File: src/rtl/vga_timing_gen.sv
`default_nettype none
// ============================================================================
// vga_timing_gen : raster timing (pixel enable, x/y counters, syncs, blanking)
// Rev 1.0 - initial release
// ============================================================================
module vga_timing_gen #(
  parameter int CLK_DIV  = 2,
  parameter int H_ACTIVE = 640,
  parameter int H_FP     = 16,
  parameter int H_SYNC   = 96,
  parameter int H_BP     = 48,
  parameter int V_ACTIVE = 480,
  parameter int V_FP     = 10,
  parameter int V_SYNC   = 2,
  parameter int V_BP     = 33
) (
  input  logic       clk,
  input  logic       rst,
  output logic       pix_tick,
  output logic [9:0] x_coord,
  output logic [9:0] y_coord,
  output logic       video_on,
  output logic       hsync,
  output logic       vsync,
  output logic       frame_start,
  output logic       line_start
);

  localparam int H_TOTAL = H_ACTIVE + H_FP + H_SYNC + H_BP;
  localparam int V_TOTAL = V_ACTIVE + V_FP + V_SYNC + V_BP;

  generate
    if (H_TOTAL > 1024 || V_TOTAL > 1024 || CLK_DIV < 1 || CLK_DIV > 16) begin : g_bad_params
      $error("vga_timing_gen: illegal geometry or CLK_DIV");
    end
  endgenerate

  localparam logic [3:0]  DIV_MAX  = 4'(CLK_DIV - 1);
  localparam logic [9:0]  H_MAX    = 10'(H_TOTAL - 1);
  localparam logic [9:0]  V_MAX    = 10'(V_TOTAL - 1);
  localparam logic [10:0] H_VIS    = 11'(H_ACTIVE);
  localparam logic [10:0] V_VIS    = 11'(V_ACTIVE);
  localparam logic [10:0] HS_START = 11'(H_ACTIVE + H_FP);
  localparam logic [10:0] HS_END   = 11'(H_ACTIVE + H_FP + H_SYNC);
  localparam logic [10:0] VS_START = 11'(V_ACTIVE + V_FP);
  localparam logic [10:0] VS_END   = 11'(V_ACTIVE + V_FP + V_SYNC);

  logic [3:0] div_q, div_d;
  logic [9:0] x_q, x_d, y_q, y_d;
  logic       hs_q, hs_d, vs_q, vs_d, von_q, von_d;
  logic       tick_q, tick_d, ls_q, ls_d, fs_q, fs_d;
  logic       w_adv;
  logic [10:0] w_x_ext, w_y_ext;

  assign w_adv   = (div_q == DIV_MAX);
  assign w_x_ext = {1'b0, x_d};
  assign w_y_ext = {1'b0, y_d};

  // Syncs and blanking decode the next-state coordinates so they line up
  // with x_coord/y_coord on the same cycle.
  always_comb begin
    div_d = w_adv ? 4'd0 : div_q + 4'd1;
    x_d   = x_q;
    y_d   = y_q;
    if (w_adv) begin
      if (x_q == H_MAX) begin
        x_d = 10'd0;
        y_d = (y_q == V_MAX) ? 10'd0 : y_q + 10'd1;
      end else begin
        x_d = x_q + 10'd1;
      end
    end
    hs_d   = !(w_x_ext >= HS_START && w_x_ext < HS_END);
    vs_d   = !(w_y_ext >= VS_START && w_y_ext < VS_END);
    von_d  = (w_x_ext < H_VIS) && (w_y_ext < V_VIS);
    tick_d = w_adv;
    ls_d   = w_adv && (x_d == 10'd0);
    fs_d   = w_adv && (x_d == 10'd0) && (y_d == 10'd0);
  end

  always_ff @(posedge clk or posedge rst) begin
    if (rst) begin
      div_q  <= 4'd0;
      x_q    <= H_MAX;
      y_q    <= V_MAX;
      hs_q   <= 1'b1;
      vs_q   <= 1'b1;
      von_q  <= 1'b0;
      tick_q <= 1'b0;
      ls_q   <= 1'b0;
      fs_q   <= 1'b0;
    end else begin
      div_q  <= div_d;
      x_q    <= x_d;
      y_q    <= y_d;
      hs_q   <= hs_d;
      vs_q   <= vs_d;
      von_q  <= von_d;
      tick_q <= tick_d;
      ls_q   <= ls_d;
      fs_q   <= fs_d;
    end
  end

  assign pix_tick    = tick_q;
  assign x_coord     = x_q;
  assign y_coord     = y_q;
  assign video_on    = von_q;
  assign hsync       = hs_q;
  assign vsync       = vs_q;
  assign frame_start = fs_q;
  assign line_start  = ls_q;

endmodule
`default_nettype wire

File: config.mk
export PLATFORM = sky130hd
export DESIGN_NAME = vga_timing_gen
export DESIGN_NICKNAME = d
export VERILOG_FILES = /design/src/rtl/vga_timing_gen.sv
export SDC_FILE = /design/constraint.sdc
export NUM_CORES = 1
export LEC_CHECK = 0
export ABC_AREA = 1
export CAP_MARGIN = 20
export CORE_ASPECT_RATIO = 2
export CORE_MARGIN = 10
export CORE_UTILIZATION = 40
export CTS_CLUSTER_SIZE = 12
export DETAILED_ROUTE_END_ITERATION = 8
export MAX_ROUTING_LAYER = met4
export PLACE_DENSITY = 0.59
export SETUP_SLACK_MARGIN = 0.02
export SLEW_MARGIN = 20
export SYNTH_ARGS = -nofsm -noshare
export SYNTH_HDL_FRONTEND = slang
export SYNTH_SLANG_ARGS = --single-unit
File: constraint.sdc
create_clock -name clk -period 2.5 [get_ports clk]
set_input_delay 0.5 -clock clk [delete_from_list [all_inputs] [get_ports clk]]
set_output_delay 0.5 -clock clk [all_outputs]
set_load 0.01 [all_outputs]
==> summary.md <==
In the routed design, unresolved DRC markers number 0. For the sequential share of power, the log shows 0.432. The overall fraction of global-route tracks in use was 0.1392; the wire length per cell was 13.73 um.

The analysis attributes to cell leakage a power of 1.233 nW. Setup repair after global routing left no endpoint under its margin. The mean number of vias per cell came out at 4.849. For the pin with the worst max-slew slack, the measured transition is 0.3872 ns. For the via count of the first global-routing pass, the log shows 1823. Die height: 115.7 um. The die outline area is 7854 um2.

The area share of the largest cell type after synthesis works out to 0.2457. The sum of net half-perimeters after detailed placement was 3877 um; the part of the Yosys area used for sequential elements was 0.4177. The master of the slowest instance on the critical path was sky130_fd_sc_hd__dfstp_2. The critical path goes through ha_1 > inv_1 > nor2_4 > nand2_2 > nor2_4 > nand2_1 > nand3_1 > nand2_1 > nor2_1 > nand3_1 > nor2_1. The peak ir drop on the vdd network came out at 0.3483 mV. By startpoint and endpoint, the worst setup path is classified as reg -> reg. Total inserted antenna cells: 0. The tools report the post-layout net count as 301. For this design, the CTS-stage hold fixing added 0 buffers.

Register bit total from synthesis: 30. The worst min-delay path category was reg -> reg. The ratio of total power to cell area is 488.8 nW/um2, and the total net switching power is 0.2107 mW.

The combinational power share is 0.011, and the final count of pins violating max slew is 0. For the required time of the critical path, the log shows 2.71 ns. The first detailed-routing pass took 4 iterations. Among cell families on the critical path, the largest total delay comes from simple AND/OR/NAND/NOR gates. The combined buffer and inverter count along the critical path was 1.

Number of antenna violations at the first check in global routing: 0. The share of post-route cells with drive strength above 1 is 0.1111, and the core outline area is 4382 um2. The clock network fraction of total power came out at 0.557. Between clock sinks in the finished design, the worst skew comes to 0.005840 ns.

In this run the post-CTS setup repair buffer count came out at 0. The area added between synthesis and finish was 25.53%; the count of final hold-check violations was 0. A synthesized cell averages 6.970 um2. The layout has 435 filler cells. Largest fanout of any net on the critical path: 9.

The setup TNS was 0 ns. The run gives 28 as the number of placed I/O pins. The synthesized netlist occupies a cell area of 1833 um2.

Synthesis produced a netlist with a net count of 268. For this run, the number of Yosys warnings is 0. For the worst-skew pair, the clock arrives at the later sink with an insertion delay of 0.29 ns. The clock sink count was 30. The logs give 464.3 MHz for the maximum clock frequency and 0 for the post-CTS resize count.

STA classifies the critical path endpoint as a flip-flop. The final worst-path cycle share is 0.8614. The count of H-tree levels built during CTS is 2, and the final design utilization is 0.5251. Across the whole layout, storage elements account for 765.7 um2. By area the synthesized netlist is led by sky130_fd_sc_hd__dfrtp_1 25%, sky130_fd_sc_hd__dfstp_2 17%, sky130_fd_sc_hd__nand2_1 16%, sky130_fd_sc_hd__inv_1 11%, sky130_fd_sc_hd__nand3_1 9.3%.

The logs give 0.7418 for the relative slew slack and 122 for the number of DRC markers after the initial detailed-route iteration. Summed over all layers, the global routing overflow is 0. The adder-cell share of the synthesized area works out to 0.02048. The multiplexer area fraction after synthesis was 0; the floorplan row count was 34. For the weighted congestion reported at the end of routability-driven placement, the log shows 0.9113.

The minimum clock period is 2.154 ns, and the total CTS buffers is 5. Entering global routing, the biggest net connects 31 pins. Port buffering added 27 buffers. At the worst endpoint, the arrival time is 2.37 ns. The run gives 0 as the total setup violations reported at the end of the flow. The parity-gate share of the synthesized area counting xor and xnor cells came out at 0.01433.

No sink is reached through more buffers than the 2 on the longest clock path. Width of the chip: 67.87 um. In the layout the commonest cells are 76 x sky130_fd_sc_hd__nand2_1, 56 x sky130_fd_sc_hd__inv_1, 34 x sky130_fd_sc_hd__nand3_1, 28 x sky130_fd_sc_hd__nor2_1, 27 x sky130_fd_sc_hd__clkdlybuf4s50_1. The run finished with clean final reports.

The biggest area contributor in the post-synthesis netlist is sky130_fd_sc_hd__dfrtp_1. The peak per-stage delay on the critical path works out to 0.56 ns. Clock root buffer: sky130_fd_sc_hd__clkbuf_8. The first global-routing pass estimated 8204 um of wire.

The cell count after synthesis came out at 263. The routed design has 4820 um of wire. The final antenna-violating net count was 0; the number of max-cap violations was 0. The switching share of power works out to 0.1873.

Internal power comes to 0.9140 mW. The routed layout has 1702 vias. The simple-gate portion of the synthesized area is 0.3891, and the initial standard-cell utilization of the core is 0.4183.

Leaving out fill and tap cells, the most frequent cell in the layout is sky130_fd_sc_hd__nand2_1. The compound-gate portion of the synthesized area was 0.02662. Summing all multi-input logic gate instances after layout gives 825.8 um2. Synthesis instantiated 25 different standard cells from the library. The dominant combinational cell family by area after synthesis was simple AND/OR/NAND/NOR gates.

The clock input transition at the sequential cells of the worst setup and hold paths works out to 0.07 ns. TritonCTS built the clock tree. The tools report the startpoint class of the critical path as a flip-flop.
cell type report:
type                    count  area share
inverters                  57     0.09299
multi-input cells         173      0.3589
flip-flops and latches     30      0.3328
clock buffers               6     0.03589
well taps                  54     0.02936
clock inverters             2     0.02610
repair buffers             29      0.1240
cell usage after synthesis, drive strengths merged:
library cell and instances:
nand2 77, inv 57, nand3 35, nor2 35, dfrtp 18, dfstp 12, nand4 7, o21ai 5
buf 3, ha 3, nor3 3, xor2 3, and2 1, nand3b 1, o2111ai 1, o21a 1
o21bai 1
power by group through the flow:
stage	combinational [mW]	clock [mW]	sequential (mW)
floorplan	0.00701	0	0.495
global placement	0.0129	0	0.495
detailed placement	0.0129	0	0.495
CTS	0.0129	0.634	0.486
global route	0.0137	0.649	0.486
finish	0.0120	0.626	0.486
sequential cells by signal, indices dropped and copies added (netlist names):
register,cells
div_q,4
frame_start,1
hsync,1
line_start,1
pix_tick,1
video_on,1
vsync,1
x_coord,10
y_coord,10
per-stage QoR:
stage	cells	hold WS (ns)	power, mW	worst slack [ns]	instance area, um2
after floorplan	263	0.4664	0.5017	0.7125	1833
after global placement	343	0.5017	0.5076	0.3800	2158
after detailed placement	343	0.5087	0.5075	0.3367	2158
after CTS	351	0.5183	1.133	0.3322	2301
after global routing	351	0.5610	1.149	0.1305	2301
final	351	0.5164	1.125	0.3464	2301
path summary, 6_finish.rpt:
path / startpoint / end / slack (ns) / depth (start not counted)
worst max-delay path: x_coord[1] / frame_start / 0.35 / 11
worst min-delay path: div_q[0] / div_q[0] / 0.52 / 1
worst max register to register: x_coord[1] / frame_start / 0.35 / 11
worst min register to register: div_q[0] / div_q[0] / 0.52 / 1
max in group asynchronous: rst / y_coord[2] / 1.59 / 3
min in group asynchronous: rst / y_coord[6] / 0.59 / 3
per-layer routing:
| metal | vias to the layer above | GRT usage | part of all wire |
|---|---|---|---|
| met5 | - | - | 0 |
| met4 | 0 | 0.09582 | 0.046 |
| met3 | 16 | 0.02321 | 0.037 |
| met2 | 31 | 0.2451 | 0.55 |
| met1 | 788 | 0.1300 | 0.36 |
| li1 | 867 | - | - |
cells by family after synthesis:
| logic type | Yosys count |
|---|---|
| and+or+nand+nor | 159 |
| buffers and inverters | 60 |
| DFF | 30 |
| AOI/OAI and AO/OA | 8 |
| xor gates and xnor gates | 3 |
| adders and majority gates | 3 |
Power figures use the tool's default switching activity.
